## config.mk

```make
export PLATFORM = sky130hd
export DESIGN_NAME = oxide_ff_pipe_flat
export DESIGN_NICKNAME = d
export VERILOG_FILES = /design/src/rtl/oxide_ff_pipe_pkg.sv /design/src/rtl/oxide_ff_pipe_if.sv /design/src/rtl/oxide_ff_pipe_stage.sv /design/src/rtl/oxide_ff_pipe.sv /design/src/flat_wrapper.sv
export SDC_FILE = /design/constraint.sdc
export NUM_CORES = 1
export LEC_CHECK = 0
export CORE_ASPECT_RATIO = 0.75
export CORE_MARGIN = 2
export CORE_UTILIZATION = 55
export DETAILED_ROUTE_END_ITERATION = 16
export PLACE_DENSITY = 0.84
export SLEW_MARGIN = 20
export SYNTH_ARGS = -nofsm -noshare
export SYNTH_HDL_FRONTEND = slang
export SYNTH_SLANG_ARGS = --single-unit
```

## constraint.sdc

```tcl
create_clock -name CLK -period 5.6 [get_ports CLK]
set_clock_uncertainty 0.2 [all_clocks]
set_input_delay 1.12 -clock CLK [delete_from_list [all_inputs] [get_ports CLK]]
set_output_delay 1.12 -clock CLK [all_outputs]
set_load 0.03 [all_outputs]
```

## src/rtl/oxide_ff_pipe_pkg.sv

```systemverilog
// Shared types and parameter decoders for the Oxide elastic FF pipeline.
package oxide_ff_pkg;

    localparam int MAX_WIDTH = 1024;

    typedef enum logic [1:0] {CE_ONE, CE_ZERO, CE_PASS, CE_INV} cemux_t;
    typedef enum logic {LSRM_LSR, LSRM_PRLD} lsrmode_t;
    typedef enum logic {RS_RESET, RS_SET} regset_t;

    function automatic cemux_t cemux_decode(input string s);
        if (s == "1")
            return CE_ONE;
        else if (s == "0")
            return CE_ZERO;
        else if (s == "INV")
            return CE_INV;
        return CE_PASS;
    endfunction

    function automatic lsrmode_t lsrmode_decode(input string s);
        return (s == "PRLD") ? LSRM_PRLD : LSRM_LSR;
    endfunction

    function automatic regset_t regset_decode(input string s);
        return (s == "SET") ? RS_SET : RS_RESET;
    endfunction

    // Callers truncate the MAX_WIDTH result to their own data width.
    function automatic logic [MAX_WIDTH-1:0] srval_f(input regset_t regset,
                                                     input lsrmode_t lsrmode,
                                                     input logic [MAX_WIDTH-1:0] m);
        if (lsrmode == LSRM_PRLD)
            return m;
        return (regset == RS_SET) ? '1 : '0;
    endfunction

endpackage

```

## src/rtl/oxide_ff_pipe_if.sv

```systemverilog
// Valid/ready data bus of the Oxide elastic FF pipeline.
interface oxide_ff_pipe_if #(
    parameter int WIDTH = 8,
    parameter int DEPTH = 4
);
    localparam int CW = $clog2(DEPTH + 1);

    logic [WIDTH-1:0] DI;
    logic             DI_VALID;
    logic             DI_READY;
    logic [WIDTH-1:0] Q;
    logic             Q_VALID;
    logic             Q_READY;
    logic [CW-1:0]    COUNT;

    modport master (
        output DI, DI_VALID, Q_READY,
        input  DI_READY, Q, Q_VALID, COUNT
    );

    modport slave (
        input  DI, DI_VALID, Q_READY,
        output DI_READY, Q, Q_VALID, COUNT
    );

endinterface

```

## src/rtl/oxide_ff_pipe_stage.sv

```systemverilog
// One pipeline stage: WIDTH-bit data register plus valid bit.
module oxide_ff_stage #(
    parameter int WIDTH = 8
) (
    input  logic             clk,
    input  logic             lsr,
    input  logic             load,
    input  logic             src_valid,
    input  logic [WIDTH-1:0] src_data,
    input  logic [WIDTH-1:0] srval,
    output logic             valid,
    output logic [WIDTH-1:0] data
);

    // Data only moves with a valid item; bubbles leave stale data behind.
    always_ff @(posedge clk) begin
        if (lsr) begin
            data  <= srval;
            valid <= 1'b0;
        end else if (load) begin
            valid <= src_valid;
            if (src_valid)
                data <= src_data;
        end
    end

endmodule

```

## src/rtl/oxide_ff_pipe.sv

```systemverilog
// WIDTH-bit, DEPTH-stage elastic register pipeline with Oxide CE-mux and LSR semantics.
module oxide_ff_pipe
    import oxide_ff_pkg::*;
#(
    parameter int    WIDTH   = 8,
    parameter int    DEPTH   = 4,
    parameter string CEMUX   = "CE",
    parameter string REGSET  = "RESET",
    parameter string LSRMODE = "LSR"
) (
    input  logic             CLK,
    input  logic             LSR,
    input  logic             CE,
    input  logic [WIDTH-1:0] M,
    oxide_ff_pipe_if.slave   bus
);

    localparam int       CW      = $clog2(DEPTH + 1);
    localparam cemux_t   CESEL   = cemux_decode(CEMUX);
    localparam regset_t  REGSETE = regset_decode(REGSET);
    localparam lsrmode_t LSRME   = lsrmode_decode(LSRMODE);

    logic             muxce;
    logic             run;
    logic [WIDTH-1:0] srval;
    logic [DEPTH-1:0] v;
    logic [DEPTH-1:0] adv;
    logic [WIDTH-1:0] d [DEPTH];
    logic             in_xfer;
    logic             out_xfer;
    logic [CW-1:0]    count_q;

    always_comb begin
        muxce = 1'b0;
        case (CESEL)
            CE_ONE:  muxce = 1'b1;
            CE_ZERO: muxce = 1'b0;
            CE_PASS: muxce = CE;
            CE_INV:  muxce = ~CE;
            default: muxce = 1'b0;
        endcase
    end

    assign run   = muxce & ~LSR;
    assign srval = WIDTH'(srval_f(REGSETE, LSRME, MAX_WIDTH'(M)));

    for (genvar i = 0; i < DEPTH; i++) begin : g_stage
        logic             sv;
        logic [WIDTH-1:0] sd;

        // Unrolled form of adv[i] = ~v[i] | adv[i+1], adv[DEPTH] = Q_READY.
        assign adv[i] = ~(&v[DEPTH-1:i]) | bus.Q_READY;

        if (i == 0) begin : g_src_in
            assign sv = bus.DI_VALID;
            assign sd = bus.DI;
        end else begin : g_src_prev
            assign sv = v[i-1];
            assign sd = d[i-1];
        end

        oxide_ff_stage #(.WIDTH(WIDTH)) u_stage (
            .clk       (CLK),
            .lsr       (LSR),
            .load      (run & adv[i]),
            .src_valid (sv),
            .src_data  (sd),
            .srval     (srval),
            .valid     (v[i]),
            .data      (d[i])
        );
    end

    assign bus.DI_READY = run & adv[0];
    assign bus.Q_VALID  = run & v[DEPTH-1];
    assign bus.Q        = d[DEPTH-1];
    assign bus.COUNT    = count_q;

    assign in_xfer  = bus.DI_VALID & bus.DI_READY;
    assign out_xfer = bus.Q_VALID & bus.Q_READY;

    always_ff @(posedge CLK) begin
        if (LSR) begin
            count_q <= '0;
        end else begin
            case ({in_xfer, out_xfer})
                2'b10:   count_q <= count_q + CW'(1);
                2'b01:   count_q <= count_q - CW'(1);
                default: count_q <= count_q;
            endcase
        end
    end

endmodule

```

## src/flat_wrapper.sv

```systemverilog
// flat-port wrapper written by rule: the top's interface ports become plain ports
module oxide_ff_pipe_flat import oxide_ff_pkg::*;
#(
    parameter int    WIDTH   = 8,
    parameter int    DEPTH   = 4,
    parameter string CEMUX   = "  ",
    parameter string REGSET  = "     ",
    parameter string LSRMODE = "   "
)
  (CLK, LSR, CE, M, bus_DI, bus_DI_VALID, bus_Q_READY, bus_DI_READY, bus_Q, bus_Q_VALID, bus_COUNT);
  oxide_ff_pipe_if #(.WIDTH(WIDTH), .DEPTH(DEPTH)) bus_i ();
  input  logic CLK;
  input  logic LSR;
  input  logic CE;
  input  logic [WIDTH-1:0] M;
  input wire logic [$bits(bus_i.DI)-1:0] bus_DI;
  input wire logic [$bits(bus_i.DI_VALID)-1:0] bus_DI_VALID;
  input wire logic [$bits(bus_i.Q_READY)-1:0] bus_Q_READY;
  output wire logic [$bits(bus_i.DI_READY)-1:0] bus_DI_READY;
  output wire logic [$bits(bus_i.Q)-1:0] bus_Q;
  output wire logic [$bits(bus_i.Q_VALID)-1:0] bus_Q_VALID;
  output wire logic [$bits(bus_i.COUNT)-1:0] bus_COUNT;
  assign bus_i.DI = bus_DI;
  assign bus_i.DI_VALID = bus_DI_VALID;
  assign bus_i.Q_READY = bus_Q_READY;
  assign bus_DI_READY = bus_i.DI_READY;
  assign bus_Q = bus_i.Q;
  assign bus_Q_VALID = bus_i.Q_VALID;
  assign bus_COUNT = bus_i.COUNT;
  oxide_ff_pipe #(.WIDTH(WIDTH), .DEPTH(DEPTH), .CEMUX(CEMUX), .REGSET(REGSET), .LSRMODE(LSRMODE)) u_core (.CLK(CLK), .LSR(LSR), .CE(CE), .M(M), .bus(bus_i));
endmodule
```

Word-level counts from Yosys, hierarchy flattened
Index checks and enable logic that the tools add are counted.
Word-level totals
  register bits after elaboration: 39
  input bits: 21
  output and inout bits: 13
  logic and storage cells: 39
Operators by class
  $add $sub $neg: 2
  equal/unequal tests: 2
  multiplexer cells: 1
  bitwise logic cells: 17
  reductions and logical operators: 8
Operator list (number)
  2-bit AND reduction: 5
  1-bit AND: 8
  3-bit case mux with 2 select lines: 1
  1-bit NOT: 5
  1-bit OR: 4
  4-bit AND reduction: 1
  3-bit by 1-bit adder with 3-bit output, second input constant: 1
  3-bit AND reduction: 1
  3-bit by 1-bit subtractor with 3-bit output, second input constant: 1
  2-bit by 1-bit equality test with 1-bit output, second input constant: 1
  2-bit equality test, second input constant: 1
  2-bit nonzero test: 1

Logic depth before layout (Yosys ltp)
Gate-level depths: netlist of the first run.
  word-level depth: 7
  depth in mapped cells: 10
  depth with buffers taken out: 9

By module
A second synthesis of the first run with hierarchy kept.
Unflattened totals
  cells, all modules: 108
  area, all modules: 1858.0 um^2
Modules (own cells, without submodules)
  oxide_ff_stage: times used 4, cells each 21, area each 414.1 um^2, seq. area each 260.2 um^2
  oxide_ff_pipe: times used 1, cells each 24, area each 201.4 um^2, seq. area each 60.1 um^2

Worst setup path after synthesis of the first run
OpenSTA, ideal clock, no wires.
  kind: in2reg
  start: input port CE
  end: register u_core.count_q[2], in the netlist u_core.bus.COUNT[2]
  library setup time: 70 ps
  data arrival time: 3434 ps
  data required time: 5330 ps
  path slack: 1896 ps
  stages: 10
  path buffers: 1
  path through: buf_4 > nor2b_1 > a21boi_0 > nand2_1 > ha_1 > inv_1 > fa_1 > xor2_1 > or3_1 > a21oi_1
On the way
  word-level cells in the longest chain between the ends: 5
  elaborated cells between the ends (all ways): 9
  classes of those cells: eq/ne (2); mux (1); bitwise (5); reduce/logical (1)
Ends and longest elaborated chain
  start: declaration: line flat_wrapper.sv:14  | input logic CE;
  1-bit AND (*): line oxide_ff_pipe.sv:44  | assign run = muxce & ~LSR;
  1-bit AND (*): line oxide_ff_pipe.sv:74  | assign bus.DI_READY = run & adv[0];
  named net bus_DI_READY: line flat_wrapper.sv:19  | output wire logic [$bits(bus_i.DI_READY)-1:0] bus_DI_READY;
  1-bit AND (*): line oxide_ff_pipe.sv:79  | assign in_xfer = bus.DI_VALID & bus.DI_READY;
  2-bit by 1-bit equality test with 1-bit output or 2-bit equality test (tied branches): line oxide_ff_pipe.sv:86  | case ({in_xfer, out_xfer})
  3-bit case mux with 2 select lines or 2-bit nonzero test (tied branches)
  end signal: assignment: line oxide_ff_pipe.sv:87  | 2'b10: count_q <= count_q + CW'(1);
  end signal: assignment: line oxide_ff_pipe.sv:88  | 2'b01: count_q <= count_q - CW'(1);
  end signal: assignment: line oxide_ff_pipe.sv:89  | default: count_q <= count_q;
  end: declaration: line oxide_ff_pipe.sv:31  | logic [CW-1:0] count_q;
The timed path passes the listed nets; every way through them passes the cells marked *.
A chain may end at the register's enable or synchronous reset.

Worst setup path after layout of the first run
  start: input port CE
  end: output port bus_DI_READY
On the way
  word-level cells in the longest chain between the ends: 2
Ends and longest elaborated chain (line)
  1-bit AND: oxide_ff_pipe.sv:44
  1-bit AND: oxide_ff_pipe.sv:74
  end: declaration: flat_wrapper.sv:19
Every way passes these cells.

==> impl_metrics.csv, run 1 <==
group,metric,value,unit
sta,grt_setup_unrepaired,"no",
sta,period_needed,4.508,ns
route,vias,1400,
critical_path,rr_worst_depth,9,
yosys,netlist_area,0.001784,mm^2
finish,diodes,0,
flow_run,maxCapViolCount,0,
yosys,synth-seq-area-share,43.76,%
floorplan,io-pin-count,34,
grt,antenna_found_initial,0,
yosys,synth-edff-count,0,
power,power_per_cell_area,239.3,mW/mm^2
clock_network,cts_hold_buf,0,
place,dp_hpwl,2.357,mm
route,drtIter0Drc,70,
power,power.total,507.5,uW
clock_network,clk_pin_slew,0.07,ns
critical_path,start_kind,"input pin",
clock_network,cts_max_path_buffers,2,
clock_network,cts_max_level,2,
yosys,ys_ff_latch,39,
finish,seq_area,780.7,um^2
yosys,synth_warnings,0,
clock_network,post_cts_resized,0,
finish,finalNetCount,239,
route,drt_first_pass_iters,4,
clock_network,cts_made_buffers,5,
sta,max_freq,221.8,MHz
sta,tns,0,ns
route,antenna_left,0,
hold_path,hold_class,"flip-flop to flip-flop",
floorplan,die_width,69.77,um
route,drcViolationCount,0,
sta,setup_viol,0,
finish,finish.utilization,70.22,%
sta,finalCritPeriodShare,80.50,%
clock_network,cts.sinks,39,
route,wl_per_cell,13.68,um
yosys,synth_top_area_share,43.76,%
finish,fin_area,0.002121,mm^2
critical_path,r2r_start,"u_core.g_stage[3].u_stage.valid",
clock_network,cts-root-buf,"clkbuf_8",
finish,nFillCells,224,
hold_path,hp-start,"u_core.g_stage[3].u_stage.data[0]",
outcome,status,"finished, final reports clean",
yosys,synth_cell_types,30,
yosys,avgSynthCellArea,9.197,um^2
critical_path,critPathRequiredTime,4.28,ns
floorplan,die_y,53.33,um
grt,busiest_layer,"met2",
critical_path,crit_type,"input pin to primary output",
yosys,synth_cells,194,
grt,grt_use_total,21.48,%
clock_network,cts_tree,"yes",
grt,grt_pass1_vias,1259,
floorplan,start_util,59.07,%
power,ir_worst_vdd,0.1321,mV
floorplan,coreArea,0.003020,mm^2
yosys,synth.largest_area_cell,"dfxtp_1",
grt,grtUsageMet3,5.333,%
critical_path,arrival,3.19,ns
critical_path,r2r_slack,2.87,ns
clock_network,clk_latency,0.29,ns
yosys,synth_common_cells,"dfxtp_1, nand2b_1, mux2i_1",
place,gp_congestion,0.7439,
finish,multi_input_area,908.4,um^2
power,leakagePower,0.8641,nW
critical_path,r2r-end,"u_core.bus.COUNT[2]",
sta,timing.slew.headroom,57.72,%
sta,maxSlewViolCount,0,
route,vias_per_cell,5.490,
yosys,synth_flop_cell,"dfxtp_1",
hold_path,worst_hold_path.endpoint,"u_core.g_stage[3].u_stage.data[0]",
yosys,synthesis.nets,217,
finish,drive_gt1_share,5.069,%
yosys,yosysMostFrequentCell,"dfxtp_1",
hold_path,whs_path_depth,2,
critical_path,crit_fanout,11,
finish,areaGrowthSynthToFinish,18.86,%
grt,grtUsageMet1,24.94,%
yosys,synth.area.top_cells,"dfxtp_1, mux2i_1, nand2b_1, a2111oi_0, or3_1",
clock_network,post-cts-setup-buffer-count,0,
grt,grt_pass1_wl,5.878,mm
route,drt-total-wl,3.489,mm
grt,grt_use_met2,34.76,%
grt,grt.overflow.total,0,
sta,worst_pin_slew,0.6182,ns
critical_path,cp-end-kind,"primary output",
floorplan,die-area,0.003720,mm^2
grt,grt_max_degree,56,
place,io_buffers,25,
sta,finalHoldViolCount,0,
place,dpl_cell_area,0.002039,mm^2
yosys,ys_async_sr_fraction,0,%
floorplan,rows,17,
==> cells by family after synthesis <==
kind of cell	share of synthesized area [%]
AO/OA/AOI/OAI	7.784
XOR/XNOR	0.9819
adder cells (fa/ha/maj)	1.823
buffers and inverters	5.329
flip-flops	43.76
multiplexers	13.46
AND/OR/NAND/NOR	26.86
==> worst max-delay path by stage <==
stage                     from             endpoint  depth (start not counted)
after floorplan             CE  u_core.bus.COUNT[2]                         10
after global placement      CE         bus_DI_READY                          4
after detailed placement    CE         bus_DI_READY                          4
after CTS                   CE         bus_DI_READY                          4
after global routing        CE         bus_DI_READY                          4
final                       CE         bus_DI_READY                          4
==> routing by layer <==
metal	up-vias	wire length [um]
met5	-	0
met4	0	126
met3	12	200
met2	45	1603
met1	637	1559
li1	706	-
==> state kept, by name, indices dropped and copies added (netlist names) <==
register,cells
u_core.bus.COUNT,3
u_core.g_stage.u_stage.data,32
u_core.g_stage.u_stage.valid,4
==> worst max-delay path: stages <==
cell             delay [ns]
clkdlybuf4s50_1        0.68
nor2b_1                0.37
a21boi_0               0.30
clkdlybuf4s50_1        0.73
==> area by class of cell <==
| cell class | count | share of cell area, % |
|---|---|---|
| multi-input cells | 132 | 42.83 |
| flip-flops and latches | 39 | 36.81 |
| clock inverters | 1 | 0.2360 |
| repair buffers | 26 | 12.15 |
| clock buffers | 7 | 3.599 |
| inverters | 12 | 2.124 |
| well taps | 38 | 2.242 |
==> power breakdown <==
part / switching [mW] / internal, mW / leakage (nW)
combinational: 0.0189 / 0.0194 / 0.506
sequential: 0.00429 / 0.282 / 0.315
clock: 0.0960 / 0.0874 / 0.0422
==> stage by stage <==
stage | setup WS, ns | hold slack [ns] | std cells
2_1_floorplan | 1.896 | 0.2576 | 194
3_3_place_gp | 1.151 | 0.2600 | 247
3_5_place_dp | 1.105 | 0.2661 | 247
4_1_cts | 1.100 | 0.2786 | 255
5_1_grt | 1.004 | 0.2942 | 255
6_report | 1.092 | 0.2749 | 255
==> cells in the final DEF (no fill, tap or decap), drive strengths merged, types with 2 or more instances in the layout <==
cell           instances
xor2                   2
nand3                  2
a2111oi                8
clkdlybuf4s50         25
mux2i                 24
inv                   12
nor2                  13
dfxtp                 39
and2                   2
a21oi                  5
nor3                   8
or3                    9
nand2b                33
nand2                 13
clkbuf                 7
o21ai                  2
(Power assumes the default switching activity.)
==> inputs of run 2 (changes only) <==
CORE_UTILIZATION = 46   (was 55)
PLACE_DENSITY = 0.75   (was 0.84)
clock period = 4 ns   (was 5.6 ns; I/O delays follow)
==> run 2 against run 1 <==
Compared with the run above:
- sequential power up 40%
- setup slack worse by 0.41 ns
- largest cell class unchanged
- flip-flop and latch count did not move
- critical endpoint is now u_core.bus.COUNT[2]
==> impl_metrics.csv, run 2 (synthesis gave the netlist of run 1 again) <==
group,metric,value,unit
clock_network,clk_pin_slew,0.07,ns
floorplan,coreArea,0.003685,mm^2
place,place_ws,0.3891,ns
clock_network,post_cts_resized,0,
critical_path,crit_fanout,11,
grt,grt_pass1_wl,5.409,mm
grt,grt_pass1_vias,1120,
sta,finalHoldViolCount,0,
power,power.total,791.3,uW
floorplan,die-area,0.004398,mm^2
route,wl_per_cell,12.29,um
route,antenna_left,0,
outcome,status,"finished, final reports clean",
sta,period_needed,3.318,ns
clock_network,cts_max_level,2,
power,switchingPower,167.8,uW
grt,grt_max_degree,56,
floorplan,die_y,57.94,um
floorplan,start_util,48.42,%
sta,worst_pin_slew,0.5786,ns
route,drt_first_pass_iters,4,
clock_network,cts_hold_buf,0,
sta,tns,0,ns
clock_network,cts_made_buffers,5,
clock_network,post-cts-setup-buffer-count,0,
floorplan,rows,19,
critical_path,crit_type,"input pin to flip-flop",
floorplan,die_width,75.92,um
route,drt-total-wl,3.319,mm
critical_path,cp-end-kind,"flip-flop",
clock_network,cts_max_path_buffers,2,
sta,max_freq,301.4,MHz
finish,areaGrowthSynthToFinish,22.02,%
place,io_buffers,25,
finish,regMostFlops,"u_core.g_stage.u_stage.data",
finish,finalNetCount,240,
route,drcViolationCount,0,
finish,diodes,0,
grt,antenna_found_initial,0,
floorplan,io-pin-count,34,
power,p_seq_share,50.6,%
critical_path,arrival,3.34,ns
power,combPwrFrac,6.7,%
power,leakagePower,0.8915,nW
place,gp_congestion,0.7824,
power,p_int,623.5,uW
route,vias,1337,
grt,grt_use_total,15.97,%
finish,layout_commonest_cell,"dfxtp_1",
route,drtIter0Drc,96,
sta,fin_ws,0.6818,ns
power,ir_worst_vdd,0.2417,mV
place,dp_hpwl,2.242,mm
critical_path,start_kind,"input pin",
clock_network,cts_tree,"yes",
sta,timing.hold.ws,0.2759,ns
critical_path,critPathRequiredTime,4.02,ns
sta,finalCritPeriodShare,82.95,%
sta,timing.slew.headroom,61.38,%
grt,grt.overflow.total,0,
sta,setup_viol,0,
finish,drive_gt1_share,7.339,%
sta,grt_setup_unrepaired,"no",
finish,final_cell_mix,"dfxtp_1, nand2b_1, mux2i_1, clkdlybuf4s50_1, nand2_1",
sta,maxSlewViolCount,0,
finish,largest_reg_flops,32,
clock_network,cts-root-buf,"clkbuf_8",
power,clockPowerShare,42.7,%
clock_network,clk_latency,0.29,ns
route,vias_per_cell,4.952,
power,swShare,21.21,%
flow_run,maxCapViolCount,0,
power,power_per_cell_area,363.4,mW/mm^2
hold_path,hold_class,"flip-flop to flip-flop",
clock_network,cts.sinks,39,
## run 2: cell count changes in the layout (fill, tap and decap cells not counted)
cell,change
clkbuf_1,-2
clkbuf_8,+1
bufinv_16,+1
clkdlybuf4s50_1,-2
buf_4,+3
## run 2: metrics by stage
step / utilization, % / cells / area, um^2
after floorplan: - / 194 / 1784
after global placement: 55.89 / 262 / 2059
after detailed placement: 55.89 / 262 / 2059
after CTS: 59.08 / 270 / 2177
after global routing: 59.08 / 270 / 2177
final: 59.08 / 270 / 2177
## run 2: path summary, 6_finish.rpt
kind	cells past startpoint	startpoint	slack, ns	to
setup / recovery	10	bus_Q_READY	0.68	u_core.bus.COUNT[2]
hold / removal	2	u_core.g_stage[3].u_stage.data[6]	0.28	u_core.g_stage[3].u_stage.data[6]
setup reg to reg	9	u_core.g_stage[2].u_stage.valid	1.31	u_core.bus.COUNT[2]
hold reg to reg	2	u_core.g_stage[3].u_stage.data[6]	0.28	u_core.g_stage[3].u_stage.data[6]
## run 2: power groups by stage
stage               sequential [mW]  clock, mW  combinational [mW]
global route                  0.401      0.364              0.0587
CTS                           0.400      0.346              0.0538
finish                        0.400      0.338              0.0533
floorplan                     0.407          0              0.0340
detailed placement            0.409          0              0.0537
global placement              0.409          0              0.0535
## run 2: layout make-up
type                            instances  area, um^2
Inverter                               12       45.04
Sequential cell                        39       780.7
Clock inverter                          2       35.03
Clock buffer                            6       82.58
Fill cell                             349        1508
Multi-Input combinational cell        132       908.4
Tap cell                               52       65.06
Timing Repair Buffer                   27       260.3
## run 2: critical path: stages
cell and delay (ns):
clkdlybuf4s50_1 0.48, and4b_1 0.53, a21boi_0 0.18, nand2_1 0.12, ha_1 0.18, inv_1 0.06
fa_1 0.37, xor2_1 0.16, or3_1 0.31, a21oi_1 0.14
## run 2: layer usage
layer  share of wire [%]  track usage (%)  vias to the layer above
li1                    -                -                      706
met1                  52            22.81                      595
met2                  43            22.96                       30
met3                 4.3            4.206                        6
met4                 1.1            7.013                        0
met5                   0                0                        -
